## config.mk

```make
export PLATFORM = sky130hd
export DESIGN_NAME = sync_fifo
export DESIGN_NICKNAME = d
export VERILOG_FILES = /design/src/rtl/sync_fifo_pkg.sv /design/src/rtl/sync_fifo_ram.sv /design/src/rtl/sync_fifo.sv
export SDC_FILE = /design/constraint.sdc
export NUM_CORES = 1
export LEC_CHECK = 0
export ABC_AREA = 1
export CORE_UTILIZATION = 30
export CTS_BUF_LIST = sky130_fd_sc_hd__clkbuf_4 sky130_fd_sc_hd__clkbuf_8
export CTS_CLUSTER_DIAMETER = 60
export CTS_CLUSTER_SIZE = 25
export DETAILED_ROUTE_END_ITERATION = 16
export GPL_ROUTABILITY_DRIVEN = 0
export RECOVER_POWER = 50
export SETUP_SLACK_MARGIN = 0.5
export SLEW_MARGIN = 20
export SYNTH_ARGS = -nofsm -noshare
export SYNTH_HDL_FRONTEND = slang
export SYNTH_HIERARCHICAL = 1
export SYNTH_SLANG_ARGS = --single-unit
```

## constraint.sdc

```tcl
create_clock -name clk -period 1.8 [get_ports clk]
set_clock_uncertainty 0.1 [all_clocks]
set_input_delay 0.36 -clock clk [delete_from_list [all_inputs] [get_ports clk]]
set_output_delay 0.36 -clock clk [all_outputs]
set_load 0.1 [all_outputs]
```

## src/rtl/sync_fifo_pkg.sv

```systemverilog
// Shared defaults for the synchronous FIFO and its storage sub-module.
package sync_fifo_pkg;

    // Address width: the FIFO holds 2**BUF_WIDTH entries.
    localparam int BUF_WIDTH_DEF  = 3;
    // Stored word width.
    localparam int DATA_WIDTH_DEF = 8;
    // Number of entries for the default address width.
    localparam int DEPTH_DEF      = 2 ** BUF_WIDTH_DEF;

endpackage : sync_fifo_pkg

```

## src/rtl/sync_fifo_ram.sv

```systemverilog
// Simple dual-port storage: one write port and one registered read port.
// There is no reset, so it maps onto inferred block RAM.  A read and a
// write to the same address on the same edge return the old contents.
import sync_fifo_pkg::*;

module sync_fifo_ram #(
    parameter int ADDR_WIDTH = BUF_WIDTH_DEF,
    parameter int DATA_WIDTH = DATA_WIDTH_DEF
) (
    input  logic                  clk,
    input  logic                  we,
    input  logic [ADDR_WIDTH-1:0] wr_addr,
    input  logic [DATA_WIDTH-1:0] wr_data,
    input  logic                  re,
    input  logic [ADDR_WIDTH-1:0] rd_addr,
    output logic [DATA_WIDTH-1:0] rd_data
);

    localparam int DEPTH = 2 ** ADDR_WIDTH;

    logic [DATA_WIDTH-1:0] mem_reg [DEPTH];
    logic [DATA_WIDTH-1:0] rd_data_reg;

    // Write port: store the incoming word when the write is accepted.
    always_ff @(posedge clk) begin
        if (we) begin
            mem_reg[wr_addr] <= wr_data;
        end
    end

    // Read port: registered; holds its value while no read is enabled.
    always_ff @(posedge clk) begin
        if (re) begin
            rd_data_reg <= mem_reg[rd_addr];
        end
    end

    assign rd_data = rd_data_reg;

endmodule : sync_fifo_ram

```

## src/rtl/sync_fifo.sv

```systemverilog
// Synchronous first-in first-out buffer with occupancy counter and
// empty/full flags.  Pointers, counter and flags live here; the word
// storage is in sync_fifo_ram.
import sync_fifo_pkg::*;

module sync_fifo #(
    parameter int BUF_WIDTH  = BUF_WIDTH_DEF,
    parameter int DATA_WIDTH = DATA_WIDTH_DEF
) (
    input  logic                  clk,
    input  logic                  rst,
    input  logic [DATA_WIDTH-1:0] buf_in,
    input  logic                  wr_en,
    input  logic                  rd_en,
    output logic [DATA_WIDTH-1:0] buf_out,
    output logic                  buf_empty,
    output logic                  buf_full,
    output logic [BUF_WIDTH:0]    fifo_counter
);

    localparam int AW    = BUF_WIDTH;
    localparam int CW    = BUF_WIDTH + 1;
    localparam int DEPTH = 2 ** BUF_WIDTH;

    logic [AW-1:0]         wr_ptr_reg;
    logic [AW-1:0]         rd_ptr_reg;
    logic [CW-1:0]         count_reg;
    logic                  out_valid_reg;
    logic [DATA_WIDTH-1:0] ram_q;
    logic                  wr_ok;
    logic                  rd_ok;

    // A write into a full FIFO is still taken when a read frees the slot
    // on the same edge; a read from an empty FIFO is never taken.
    always_comb begin
        wr_ok = wr_en & (~buf_full | rd_en);
        rd_ok = rd_en & ~buf_empty;
    end

    // Pointer, occupancy and output-valid state.
    always_ff @(posedge clk or posedge rst) begin
        if (rst) begin
            wr_ptr_reg    <= '0;
            rd_ptr_reg    <= '0;
            count_reg     <= '0;
            out_valid_reg <= 1'b0;
        end else begin
            if (wr_ok) begin
                wr_ptr_reg <= wr_ptr_reg + AW'(1);
            end
            if (rd_ok) begin
                rd_ptr_reg    <= rd_ptr_reg + AW'(1);
                out_valid_reg <= 1'b1;
            end
            case ({wr_ok, rd_ok})
                2'b10:   count_reg <= count_reg + CW'(1);
                2'b01:   count_reg <= count_reg - CW'(1);
                default: count_reg <= count_reg;
            endcase
        end
    end

    sync_fifo_ram #(
        .ADDR_WIDTH (AW),
        .DATA_WIDTH (DATA_WIDTH)
    ) u_ram (
        .clk     (clk),
        .we      (wr_ok),
        .wr_addr (wr_ptr_reg),
        .wr_data (buf_in),
        .re      (rd_ok),
        .rd_addr (rd_ptr_reg),
        .rd_data (ram_q)
    );

    // The RAM read register cannot be reset, so the output is forced to
    // zero from reset until the first accepted read reloads it.
    always_comb begin
        buf_out      = out_valid_reg ? ram_q : '0;
        fifo_counter = count_reg;
        buf_empty    = (count_reg == '0);
        buf_full     = (count_reg == CW'(DEPTH));
    end

endmodule : sync_fifo

```

==> metrics.cfg <==
[place]
hpwl_um=5720
placed_cells=591
port_buffers=25

[sta]
fmax_ghz=0.492
rsz0062_at_grt=true
finalSetupTns_ps=-2300
slew_headroom=0.679
hold_viol=0
setup_viol=64
finalCritPeriodShare=1.13
fin_crit_ps=2030
drv_slew=0
worstMarginPinSlew_ps=482
setup_ws_ps=-234

[floorplan]
rows=40
die_area_um2=13200
start_util=0.313
core_um2=12200
boundaryPins=26
die_h_um=115
die_w_um=115

[setup_path]
required_ps=1960
max_stage_delay_ps=500
reg2reg_slack_ps=-230
cp_slowest_cell=dfrtp_4
worstPathCellList=nor2_4 > buf_4 > nand3_4 > nand2_4 > inv_8 > ha_4 > ha_4 > or2_4 > nand2_2 > nand2_2 > nand3_2 > nand2_1
regToRegEndpoint=fifo_counter[3]$_DFFE_PP0P_
r2r-start=fifo_counter[0]$_DFFE_PP0P_
crit_buf_inv=2
rr_worst_depth=12
crit_type=reg2reg
startpoint_type=flop
cp-end-kind=flop
cp_top_family=simple AND/OR/NAND/NOR gates
cp_max_fo=4
arrival_ps=2190

[run]
max-cap-violations=0

[synthesis]
ys_seq_elements=83
synth_xor_area_frac=0.0114
syn_avg_cell_area_um2=9.76
syn_inst=392
synth_top_family_by_area=simple AND/OR/NAND/NOR gates
synth_cell_types=26
yosys_warnings=6
synthSimpleGateAreaFrac=0.210
synth_fa_ha_area_frac=0.0216
ys_seq_area_frac=0.637
synth-compound-area-share=0.00392
syn_area_um2=3830
synth.area.mux_share=0
synth.net_count=410

[route]
drtAntennaViolNets=0
vias=2752
dr.first_iter.drc_count=246
wl_per_cell_um=15.3
wl_um=9540
avgViaCountPerCell=4.40
route.detailed.drc=0
first_pass_iters=4

[clocking]
cts_root_buf=clkbuf_8
clk_path_buf_depth=2
cts.htree.levels=3
cts.sinks=83
cts_tree=done
insertion_delay_ps=360
numCtsBuffers=9
cts_hold_buf=0
clk_pin_slew_ps=80

[hold_path]
hp-class=in2async

[global_route]
grt_pass1_vias=2660
grt_max_degree=35
antenna_found_initial=0
grt_usage=0.142
grt_pass1_wl_um=13800
grt-ovfl-total=0

[pwr]
total_power_uw=10400
p_int_uw=5760
power_frac_seq=0.274
clockPowerShare=0.140
ir_worst_vdd_v=0.000533
p_switching_uw=4620
switching_share=0.445
power_frac_comb=0.586
p_leak_uw=0.00249
p_per_area_nw_per_um2=1800

[run_status]
violations=setup timing
status=complete, but fails checks

[final_layout]
nets=471
fill_cells=1081
drive_gt1_frac=0.420
utilization=0.472
stdcell_count=625
antenna_cells=0
area_delta_synth_final_pct=50.7
largest_register_ffs=64

[worst max-delay path by stage]
stage	cells past startpoint	endpoint	slack, ps	start
after global placement	11	fifo_counter[3]$_DFFE_PP0P_	-360	rd_en
after global routing	8	fifo_counter[2]$_DFFE_PP0P_	-330	fifo_counter[0]$_DFFE_PP0P_
after detailed placement	11	fifo_counter[3]$_DFFE_PP0P_	-370	rd_en
after floorplan	1	buf_full	-440	fifo_counter[0]$_DFFE_PP0P_
after CTS	3	buf_full	-180	fifo_counter[1]$_DFFE_PP0P_
final	12	fifo_counter[3]$_DFFE_PP0P_	-230	fifo_counter[0]$_DFFE_PP0P_
[cell families (layout without fill, tap and decap cells)]
family          after synthesis  in the layout
buf+inv                     102            167
simple gates                193            193
flops                        83             83
xor+xnor                      5              5
compound gates                3              3
fa+ha+maj                     6              6
[Yosys cell counts (all sizes together)]
| cell | count | area share |
|---|---|---|
| xor2 | 2 | 0.0046 |
| or2 | 2 | 0.0033 |
| nand2 | 141 | 0.14 |
| edfxtp | 72 | 0.56 |
| o21ai | 3 | 0.0039 |
| buf | 11 | 0.026 |
| ha | 5 | 0.016 |
| nand3 | 37 | 0.050 |
| fa | 1 | 0.0052 |
| clkbuf | 1 | 0.00098 |
| dfrtp | 11 | 0.072 |
| nor2 | 10 | 0.010 |
| nor4 | 1 | 0.0016 |
| xnor2 | 3 | 0.0069 |
| inv | 90 | 0.090 |
| nand3b | 1 | 0.0020 |
| nand4 | 1 | 0.0016 |
[area by class of cell]
cell class,count,area [um2],area share
repair buffers,61,868,0.151
clock buffers,9,124,0.0215
well taps,168,210,0.0364
repair inverters,1,16.3,0.00282
clock inverters,6,88.8,0.0154
flip-flops and latches,83,2460,0.426
inverters,90,418,0.0725
multi-input cells,207,1590,0.275
[layout by cell type (no fill, tap or decap), types with 3 or more instances in the layout]
| master | synthesis | layout |
|---|---|---|
| nand2_2 | 1 | 29 |
| nand3_2 | 1 | 18 |
| clkbuf_16 | 0 | 4 |
| buf_4 | 3 | 11 |
| buf_12 | 0 | 18 |
| dfrtp_4 | 0 | 4 |
| ha_4 | 0 | 3 |
| o21ai_1 | 0 | 3 |
| edfxtp_1 | 72 | 72 |
| buf_6 | 6 | 14 |
| dfrtp_2 | 0 | 3 |
| nand2_1 | 139 | 80 |
| clkinvlp_4 | 0 | 10 |
| nor2_4 | 0 | 9 |
| nand2_4 | 1 | 30 |
| clkdlybuf4s50_1 | 0 | 4 |
| dfrtp_1 | 11 | 4 |
| inv_1 | 87 | 74 |
| nand3_1 | 36 | 11 |
| nand3_4 | 0 | 8 |
| clkbuf_8 | 0 | 9 |
| dlygate4sd3_1 | 0 | 7 |
[per-layer routing]
metal	GRT usage	vias up	routed length, um
li1	-	1328	-
met1	0.178	1336	3960
met2	0.235	75	4830
met3	0.0290	13	563
met4	0.0675	0	179
met5	0	-	0
[power groups by stage]
stage / Clock, uW / Sequential, uW / Combinational [uW]
after floorplan: 0 / 3200 / 2860
after global placement: 0 / 2860 / 4460
after detailed placement: 0 / 2870 / 4540
after CTS: 1480 / 2850 / 5180
after global routing: 1550 / 2870 / 6470
final: 1460 / 2840 / 6090
[stage by stage]
stage / cell area (um2) / worst slack (ps) / hold WS, ps
detailed placement: 4730 / -366 / 451
CTS: 5400 / -179 / 226
global placement: 4730 / -360 / 442
global route: 5770 / -332 / 409
finish: 5770 / -234 / 347
floorplan: 4090 / -443 / 113
[what timing repair did]
item                                   4_1_cts  5_1_grt
resized for setup                           96       48
cloned                                       2        6
pin swaps                                   24       41
setup buffers                                4        7
endpoints found under the hold margin        0        0
setup endpoints to repair                  103      105
No activity file was read; power rests on OpenSTA's default activity.
==> variant 1 (config.mk and constraints unchanged) <==
The package constant `DATA_WIDTH_DEF` goes from 8 to 12.
--- a/src/rtl/sync_fifo_pkg.sv
+++ b/src/rtl/sync_fifo_pkg.sv
@@ -6,3 +6,3 @@
     // Stored word width.
-    localparam int DATA_WIDTH_DEF = 8;
+    localparam int DATA_WIDTH_DEF = 12;
     // Number of entries for the default address width.
Interface: changed (resized buf_in and buf_out); port bits go from 26 to 34. No check against the original RTL was run, so the function may have changed too.
==> variant 1 against the unedited design <==
- the run still ends with negative setup slack left
- final cell count increased by 42%
- clock power increased by 52%
- non-clock buffer count increased by 48
- synthesized area increased by 39%
- power increased by 42%
- wire length increased by 51%
- sequential cell count increased by 36
- global-route usage increased by 2.0 points
- final area increased by 45%
- setup slack got worse by 29 ps
==> variant 1: results (changes against the unedited design) <==
outcome finished, violations left (unchanged); failing checks negative setup slack (unchanged); CTS Buf Count 17 (was 9); Post-synth top cells 195 x nand2_1, 108 x edfxtp_1, 93 x inv_1 (was 139 x nand2_1, 87 x inv_1, 72 x edfxtp_1); dpl hpwl 8350 um (was 5720 um); Area after DPL 0.00662 sq mm (was 0.00473 sq mm); Iter 0 DRT Violations 259 (was 246); Placed Cells incl. Taps 807 (was 591); slew of the pin with the lowest slew margin 490 ps (was 482 ps); Cells after Synth 542 (was 392); share of cells above drive strength 1 41.4% (was 42.0%); GRT Util Overall 16.2% (was 14.2%); setup_tns -16060 ps (was -2300 ps); CTS H-tree lvls 4 (was 3); Final setup viols 119 (was 64); first-pass iteration count of the detailed router 5 (was 4); maximum root-to-sink buffer count 2 (unchanged); Hold WC Path Type input pin to async pin (unchanged); vias 4033 (was 2752); post-route cell area 0.00838 sq mm (was 0.00577 sq mm); Worst-Skew Late Latency 440 ps (was 360 ps); final worst slack -263 ps (was -234 ps); max reg flops 96 (was 64); Fill cells 1449 (was 1081); first-pass GRT wire length 21400 um (was 13800 um); syn_nets 564 (was 410); peak supply drop 0.00139 V (was 0.000533 V); wire length per cell 16.1 um (was 15.3 um); final std cells w/o fill 890 (was 625); largest net degree at the start of global routing 26 (was 35); top area cells in the synthesized netlist edfxtp_1 61%, nand2_1 14%, inv_1 6.6%, dfrtp_1 5.2%, nand3_1 4.9% (was edfxtp_1 56%, nand2_1 14%, inv_1 8.5%, dfrtp_1 7.2%, nand3_1 4.7%); pre-CTS setup slack -364 ps (was -366 ps); post-synthesis cell type count 27 (was 26); register area share after synthesis 66.1% (was 63.7%); crit-path max FO 5 (was 4); Worst EP arrival 1600 ps (was 2190 ps); leakage 3.57 nW (was 2.49 nW); cell family with most CP delay flip-flops (was simple AND/OR/NAND/NOR gates); port bufs 33 (was 25); Post-synth EDFFs 108 (was 72); Nets 674 (was 471)
[variant 1: cell count changes after synthesis, sizes merged]
cell    change
nand3      +16
inv        +17
buf         +3
edfxtp     +36
clkbuf      +3
clkinv     +19
nand2      +56
[variant 1: path summary, 6_finish.rpt]
check | end | slack (ps) | cells past startpoint
max in group asynchronous | fifo_counter[2] | 970 | 2
min in group clk | wr_ptr_reg[1] | 530 | 2
setup / recovery | buf_full | -260 | 4
hold / removal | fifo_counter[1] | 270 | 2
setup reg to reg | fifo_counter[2] | -230 | 9
hold reg to reg | wr_ptr_reg[1] | 530 | 2
[variant 1: layout make-up]
cell class | instances | share of cell area, %
clock buffers | 18 | 2.88
clock inverters | 14 | 1.37
inverters | 126 | 6.59
multi-input cells | 279 | 23.4
flip-flops and latches | 119 | 42.2
well taps | 225 | 3.36
repair buffers | 109 | 20.2
[variant 1: cells by family after synthesis]
logic type | synth area share (%)
simple gates | 20.5
buf+inv | 10.8
flops | 66.1
fa+ha+maj | 1.55
xor+xnor | 0.822
compound gates | 0.282
[variant 1: repair_timing]
item | 4_1_cts | 5_1_grt
pin swaps | 46 | 37
gates resized for setup | 128 | 57
buffers inserted | 30 | 8
hold buffers | 0 | 0
gates cloned | 11 | 2
setup endpoints to repair | 148 | 149
[variant 1: power by group]
group / internal (mW) / switching, mW
clock network: 1.20 / 1.02
logic: 3.59 / 4.90
registers: 3.68 / 0.386
[variant 1: layer usage]
layer / up-vias / routed length [um] / global-route usage, % / part of all wire, %
li1: 1896 / - / - / -
met1: 1916 / 5910 / 19.8 / 41
met2: 176 / 7010 / 25.9 / 49
met3: 45 / 912 / 4.08 / 6.3
met4: 0 / 529 / 9.11 / 3.7
met5: - / 0 / 0 / 0
==> variant 2 (same flow settings) <==
Made on the original files. Reset style: synchronous (`rst`), changed in one clocked block.
--- a/src/rtl/sync_fifo.sv
+++ b/src/rtl/sync_fifo.sv
@@ -40,3 +40,3 @@
     // Pointer, occupancy and output-valid state.
-    always_ff @(posedge clk or posedge rst) begin
+    always_ff @(posedge clk) begin
         if (rst) begin
Formal check against the unedited RTL: differs if rst is asserted again (counterexample within 4 cycles, from zero or initial values and one cycle with rst high); with rst held inactive, the same outputs for 10 cycles.
==> variant 2 against the unedited design <==
- the flow still finishes with violations (negative setup slack)
- sequential cell count stayed put
- power fell by 23%
- combinational power down 35%
- synthesized area is 0.29% higher
- final cell count up 1.1%
- wire length down 8.5%
- final area fell by 2.5%
- setup slack gained 190 ps
- critical endpoint is now buf_full
==> variant 2: results (changes against the unedited design) <==
Reg2Reg Depth 11 (was 12); CP Launch Point fifo_counter[1] (was fifo_counter[0]); flop2flop setup slack 40 ps (was -230 ps); Setup crit end buf_full (was fifo_counter[3]); cell family with most CP delay flip-flops (was simple AND/OR/NAND/NOR gates); leakage 2.46 nW (was 2.49 nW); R2R Path End fifo_counter[3] (unchanged); Cells after Synth 401 (was 392); largest net degree at the start of global routing 33 (was 35); failing checks negative setup slack (unchanged); setup_tns -57.7 ps (was -2300 ps); vias 2739 (was 2752); critical path class flop to primary output (was flop to flop); post-synthesis cell type count 28 (was 26); Final setup viols 2 (was 64); clock network fraction of design power 16.9% (was 14.0%); Crit. End Element primary output (was flop); Fill cells 1054 (was 1081); wire length per cell 13.8 um (was 15.3 um); share of cells above drive strength 1 42.0% (about the same); final worst slack -39.7 ps (was -234 ps); Hold WC Path Type flop to flop (was input pin to async pin); register area share after synthesis 62.1% (was 63.7%); GRT Util Overall 13.9% (was 14.2%); max incr delay on CP 360 ps (was 500 ps); Area Growth Syn to Fin 46.5% (was 50.7%); Iter 0 DRT Violations 235 (was 246); first-pass GRT wire length 13600 um (was 13800 um); crit-path max FO 2 (was 4); internal cell power 4.64 mW (was 5.76 mW); Post-synth ARST share 0% (was 13.3%); outcome finished, violations left (unchanged); Post-synth top cells 128 x nand2_1, 87 x inv_1, 72 x edfxtp_1 (was 139 x nand2_1, 87 x inv_1, 72 x edfxtp_1)
variant 2: worst min-delay path by stage:
stage                          endpoint  cells past startpoint  slack (ps)
after floorplan           wr_ptr_reg[2]                      1         320
after global placement    wr_ptr_reg[2]                      2         450
after detailed placement  wr_ptr_reg[2]                      2         440
after CTS                 wr_ptr_reg[1]                      2         460
after global routing      wr_ptr_reg[1]                      2         430
final                     wr_ptr_reg[1]                      2         410
variant 2: cell type report:
| cell class | count | share of cell area (%) |
|---|---|---|
| Clock buffer | 11 | 2.47 |
| Clock inverter | 5 | 1.11 |
| Inverter | 92 | 7.50 |
| Multi-Input combinational cell | 214 | 29.0 |
| Sequential cell | 83 | 42.9 |
| Tap cell | 168 | 3.74 |
| Timing Repair Buffer | 59 | 13.4 |
variant 2: power by group through the flow:
stage	clock network (mW)	logic, mW	registers (mW)
after floorplan	0	1.95	2.90
after global placement	0	3.20	2.61
after detailed placement	0	3.22	2.61
after CTS	1.37	3.83	2.66
after global routing	1.45	4.22	2.68
final	1.35	3.96	2.66
variant 2: kinds of logic (layout without fill, tap and decap cells):
family | after synthesis | count (layout) | share of synthesized area [%]
adder cells (fa/ha/maj) | 6 | 6 | 2.15
flip-flops | 83 | 83 | 62.1
XOR/XNOR | 3 | 3 | 0.685
AND/OR/NAND/NOR | 194 | 194 | 21.7
buffers and inverters | 104 | 167 | 11.8
AO/OA/AOI/OAI | 11 | 11 | 1.53
variant 2: timing repair:
action,CTS,global route
endpoints found under the setup margin,97,105
buffers inserted,4,6
gates cloned,3,0
gates resized for setup,108,52
pin swaps,75,39
variant 2: per-layer routing:
layer | up-vias | GRT usage (%) | wire, um
met2 | 63 | 21.1 | 4200
met1 | 1303 | 19.8 | 4040
met4 | 0 | 5.19 | 144
met3 | 14 | 2.37 | 353
li1 | 1359 | - | -
met5 | - | 0 | 0
